`src/rtl/mem_access.sv`:
```
// ---------------------------------------------------------------------------
// mem_access -- memory-access pipeline stage.
//
// Takes the execute result as the effective address, runs one req/ack
// transaction with the data memory per load/store, holds the upstream stage
// while that transaction is outstanding, and hands load data (or the
// pass-through execute result) to writeback. A bounded wait aborts a request
// that never receives an ack.
//
// Optional build macro: MEM_ALIGN_CHECK_EN
//   defined   : a load/store whose address is not word aligned is rejected
//               with mem_err and never reaches the memory.
//   undefined : addresses are used unchanged, no alignment check.
//
// Ports
//   clk, rst                   clock (rising edge), async active-high reset
//   exe_valid/addr/wdata       op from execute: address or pass-through value,
//   mem_read, mem_write        store data, op type (load/store/neither)
//   stall                      combinational hold request to upstream
//   dm_req/we/addr/wdata       data-memory request, held until ack or abort
//   dm_ack, dm_rdata           memory completion pulse and read data
//   wb_valid, wb_data          one-cycle result pulse to writeback
//   mem_err                    one-cycle pulse on illegal op or timeout
//
// state | meaning
// IDLE  | ready to accept an op from execute every cycle
// REQ   | request outstanding, waiting for dm_ack or timeout
// ---------------------------------------------------------------------------
module mem_access #(
    parameter int ADDR_W  = 32,
    parameter int DATA_W  = 32,
    parameter int TIMEOUT = 255
) (
    input  logic              clk,
    input  logic              rst,
    input  logic              exe_valid,
    input  logic [ADDR_W-1:0] exe_addr,
    input  logic [DATA_W-1:0] exe_wdata,
    input  logic              mem_read,
    input  logic              mem_write,
    output logic              stall,
    output logic              dm_req,
    output logic              dm_we,
    output logic [ADDR_W-1:0] dm_addr,
    output logic [DATA_W-1:0] dm_wdata,
    input  logic              dm_ack,
    input  logic [DATA_W-1:0] dm_rdata,
    output logic              wb_valid,
    output logic [DATA_W-1:0] wb_data,
    output logic              mem_err
);

    typedef enum logic {
        IDLE = 1'b0,
        REQ  = 1'b1
    } state_t;

    // Counter value seen in the last REQ cycle before abort: the request is
    // held for exactly TIMEOUT cycles when no ack arrives.
    localparam logic [15:0] CNT_LAST = 16'(TIMEOUT - 1);

    state_t            state_q;
    logic [15:0]       cnt_q;
    logic              dm_req_q;
    logic              dm_we_q;
    logic [ADDR_W-1:0] dm_addr_q;
    logic [DATA_W-1:0] dm_wdata_q;
    logic              wb_valid_q;
    logic [DATA_W-1:0] wb_data_q;
    logic              mem_err_q;

    logic is_mem_op;
    logic is_illegal;
    logic misaligned;

    assign is_mem_op  = mem_read ^ mem_write;
    assign is_illegal = mem_read & mem_write;

`ifdef MEM_ALIGN_CHECK_EN
    assign misaligned = |exe_addr[1:0];
`else
    assign misaligned = 1'b0;
`endif

    // Freeze upstream already in the accept cycle so the op is not replaced
    // while the request is being set up.
    assign stall = (state_q == REQ) ||
                   ((state_q == IDLE) && exe_valid && (mem_read || mem_write));

    always_ff @(posedge clk or posedge rst) begin
        if (rst) begin
            state_q    <= IDLE;
            cnt_q      <= '0;
            dm_req_q   <= 1'b0;
            dm_we_q    <= 1'b0;
            dm_addr_q  <= '0;
            dm_wdata_q <= '0;
            wb_valid_q <= 1'b0;
            wb_data_q  <= '0;
            mem_err_q  <= 1'b0;
        end else begin
            wb_valid_q <= 1'b0;
            mem_err_q  <= 1'b0;
            case (state_q)
                IDLE: begin
                    if (exe_valid) begin
                        if (is_illegal || (is_mem_op && misaligned)) begin
                            wb_valid_q <= 1'b1;
                            mem_err_q  <= 1'b1;
                            wb_data_q  <= '0;
                        end else if (is_mem_op) begin
                            dm_addr_q  <= exe_addr;
                            dm_wdata_q <= exe_wdata;
                            dm_we_q    <= mem_write;
                            dm_req_q   <= 1'b1;
                            cnt_q      <= '0;
                            state_q    <= REQ;
                        end else begin
                            wb_valid_q <= 1'b1;
                            wb_data_q  <= DATA_W'(exe_addr);
                        end
                    end
                end
                REQ: begin
                    // An ack in the final allowed cycle takes priority over
                    // the abort.
                    if (dm_ack) begin
                        dm_req_q   <= 1'b0;
                        wb_valid_q <= 1'b1;
                        wb_data_q  <= dm_we_q ? DATA_W'(dm_addr_q) : dm_rdata;
                        state_q    <= IDLE;
                    end else if (cnt_q == CNT_LAST) begin
                        dm_req_q   <= 1'b0;
                        wb_valid_q <= 1'b1;
                        mem_err_q  <= 1'b1;
                        wb_data_q  <= '0;
                        state_q    <= IDLE;
                    end else begin
                        cnt_q <= cnt_q + 16'd1;
                    end
                end
                default: state_q <= IDLE;
            endcase
        end
    end

    assign dm_req   = dm_req_q;
    assign dm_we    = dm_we_q;
    assign dm_addr  = dm_addr_q;
    assign dm_wdata = dm_wdata_q;
    assign wb_valid = wb_valid_q;
    assign wb_data  = wb_data_q;
    assign mem_err  = mem_err_q;

endmodule

```
`config.mk`:
```
export PLATFORM = sky130hd
export DESIGN_NAME = mem_access
export DESIGN_NICKNAME = d
export VERILOG_FILES = /design/src/rtl/mem_access.sv
export SDC_FILE = /design/constraint.sdc
export NUM_CORES = 1
export LEC_CHECK = 0
export CAP_MARGIN = 20
export CORE_UTILIZATION = 40
export CTS_BUF_LIST = sky130_fd_sc_hd__clkbuf_4 sky130_fd_sc_hd__clkbuf_8 sky130_fd_sc_hd__clkbuf_16
export DETAILED_ROUTE_END_ITERATION = 8
export GPL_ROUTABILITY_DRIVEN = 0
export PLACE_DENSITY = 0.74
export SLEW_MARGIN = 30
export SYNTH_ARGS = -nofsm -noshare
export SYNTH_HDL_FRONTEND = slang
export SYNTH_SLANG_ARGS = --single-unit
export TNS_END_PERCENT = 5
```
`constraint.sdc`:
```
create_clock -name clk -period 5.5 [get_ports clk]
set_input_delay 0.55 -clock clk [delete_from_list [all_inputs] [get_ports clk]]
set_output_delay 0.55 -clock clk [all_outputs]
set_load 0.02 [all_outputs]
```
==> reports/results.txt <==
Startpoint Class - primary input
die span in y - 118.4 um
hold slack - 0.4747 ns
Mapped Avg Cell Area - 9.551 sq um
post-synthesis xor/xnor area fraction - 0.004852
layout cell share with drive strength beyond 1 - 0.1061
r2r worst-path depth - 5
Placed Instances - 917
Post-synth EDFFs - 0
most frequent cell after synthesis - nand2_1
ys flop type - dfrtp_1
Die W - 118.4 um
Initial Utilization - 0.4089
CP Capture Type - flip-flop
setup_tns - 0 ns
syn_nets - 673
Max Cap Violations - 0
Synth top area share - 0.5407
CTS tree - built
multiplexer area fraction after synthesis - 0.1405
Pre-antenna DRT Iters - 4
Syn-to-layout area delta - 51.59%
Post-Syn Area - 5415 sq um
Combinational Power Share - 0.338
Ys Warns - 0
crit share post-route - 0.4911
htree depth - 4
vias per cell - 4.888
FMAX - 370.2 MHz
Fin. Hold Viols - 0
cts repair resizes - 0
hold path startpoint - dm_wdata[13]
crit path time final - 2.701 ns
final std cells w/o fill - 949
clock sink count - 117
first-pass GRT wire length - 23380 um
Layout Cell Area excl Fill - 8209 sq um
Reg power frac - 0.348
actual slew at the worst max-slew pin - 0.9164 ns
Fillers - 1119
DR iter-0 viols - 252
Synth Area in Adders - 0.009242
# IOs - 203
register area share after synthesis - 0.5407
flops & latches, synth - 117
clock power share - 0.314
clock skew - 0.008064 ns
pin count of the biggest net entering global routing - 79
DRT Wirelength - 14100 um
Switch Pwr - 1.180 mW
routed len/inst - 14.86 um
Lkg Pwr - 3.836 nW
RSZ-0062 raised after global routing - false
worst min path class - flip-flop to flip-flop
via count - 4639
die area - 14010 sq um
post-synthesis compound-gate area fraction - 0.04898
reg2reg setup slack - 3.10 ns
post-route ant nets - 0
layout net count - 867
IO Port Bufs - 202
CTS Buf Count - 17
R2R Path End - cnt_q[3]
VDD IR max - 0.1878 mV
hold buffer count at CTS - 0
Slew Viols, Final - 0
sequential cell area - 2932 sq um
pwr dens - 451.4 nW/um^2
Critical Path AT - 2.97 ns
top post-synthesis cells by area - dfrtp_1 (54%), nand2_1 (17%), mux2i_1 (7.4%)
Clock Tree Root - clkbuf_16
required time of the critical path - 5.77 ns
Residual DRC - 0
Int Pwr - 2.526 mW
crit-path max FO - 78
status - finished, final reports clean
Worst slew margin - 0.3891
initial antenna violation count - 0
GRT Util Overall - 0.2102
async set or reset register ratio after synthesis - 1.000
# diodes - 0
CTS clock-pin slew for the worst setup and hold paths - 0.05 ns
core footprint - 13240 sq um
Post-Syn Instances - 567
Post-CTS Repair Setup Buffers - 0
clk_lat worst skew - 0.41 ns
final setup violation count - 0
Net Sw Frac - 0.3184
post-synth top area cell - dfrtp_1
grt ovf - 0
Hold Path End - dm_wdata[13]
largest family of logic cells by synthesized area - simple AND/OR/NAND/NOR gates
WS Path Type - primary input to flip-flop
Clock Path Buffers - 2
row count - 42
FF-to-FF Start - state_q
hold path cells - 2
area of the multi-input gates - 2320 sq um
Tot Pwr - 3.706 mW
dpl cell area - 7547 sq um
Post-synth top cells - nand2_1 (245), dfrtp_1 (117), mux2i_1 (40), o21ai_0 (37), mux2_2 (32)
dpl hpwl - 9634 um
number of global-route vias before repair - 4833
Unique masters post-synth - 37
simple-gate share of the synthesized area - 0.2207
power by group through the flow:
| stage | sequential, mW | clock [mW] | combinational (mW) |
|---|---|---|---|
| after floorplan | 1.51 | 0 | 0.396 |
| after global placement | 1.29 | 0 | 1.23 |
| after detailed placement | 1.30 | 0 | 1.25 |
| after CTS | 1.29 | 1.18 | 1.26 |
| after global routing | 1.33 | 1.23 | 1.33 |
| final | 1.29 | 1.16 | 1.25 |
cells by family (layout without fill, tap and decap cells):
group	Yosys count	count (layout)
and+or+nand+nor	285	285
AOI/OAI and AO/OA	47	47
adders and majority gates	4	4
muxes	72	72
xor gates and xnor gates	3	3
DFF	117	117
buffers and inverters	39	245
placed cells by master, fill, tap and decap left out, types with 4 or more instances in the layout:
cell type / synthesis / layout
nand4_1: 4 / 4
nand3_1: 8 / 7
mux2i_1: 40 / 40
mux2_2: 32 / 32
clkdlybuf4s50_1: 0 / 202
buf_4: 0 / 4
dfrtp_1: 117 / 116
nand2_1: 245 / 244
clkinv_2: 0 / 5
o21ai_0: 37 / 37
nor2_1: 5 / 4
bufinv_16: 0 / 4
inv_1: 7 / 6
clkbuf_16: 0 / 17
ha_1: 4 / 4
metal layers:
metal / wire (um) / track usage / vias to the layer above
li1: - / - / 2256
met1: 6279 / 0.2695 / 2189
met2: 6654 / 0.3419 / 172
met3: 926 / 0.05647 / 22
met4: 241 / 0.07372 / 0
met5: 0 / 0 / -
critical path, stage by stage:
cell and delay [ns]:
clkdlybuf4s50_1 0.42, ha_1 0.26, nor2_2 0.12, buf_4 0.37, nand3_4 0.73, o211ai_1 0.38
o31ai_1 0.11
how the worst max path moves through the flow:
stage	start	end	slack (ns)	depth (start not counted)
2_1_floorplan	rst	cnt_q[0]	1.85	1
6_report	mem_read	cnt_q[3]	2.80	7
4_1_cts	dm_we	dm_we	2.72	1
3_5_place_dp	mem_read	cnt_q[3]	2.35	7
3_3_place_gp	mem_read	cnt_q[3]	2.48	7
5_1_grt	mem_read	cnt_q[3]	2.61	7
layout make-up:
| class | instances | share of cell area |
|---|---|---|
| multi-input cells | 411 | 0.2826 |
| clock buffers | 21 | 0.05777 |
| flip-flops and latches | 117 | 0.3571 |
| repair buffers | 207 | 0.2533 |
| inverters | 7 | 0.003810 |
| well taps | 176 | 0.02683 |
| clock inverters | 10 | 0.01859 |
per-stage QoR:
stage	setup slack, ns	util
floorplan	1.849	-
global placement	2.481	0.5699
detailed placement	2.349	0.5699
CTS	2.717	0.6173
global route	2.607	0.6199
finish	2.799	0.6199
registers in the layout (all words and copies together), names as in the netlist:
| name | count |
|---|---|
| cnt_q | 16 |
| wb_data | 32 |
| dm_req | 1 |
| mem_err | 1 |
| wb_valid | 1 |
| dm_wdata | 32 |
| dm_addr | 32 |
| dm_we | 1 |
| state_q | 1 |
Note: power is estimated with default switching activity, not from simulation.
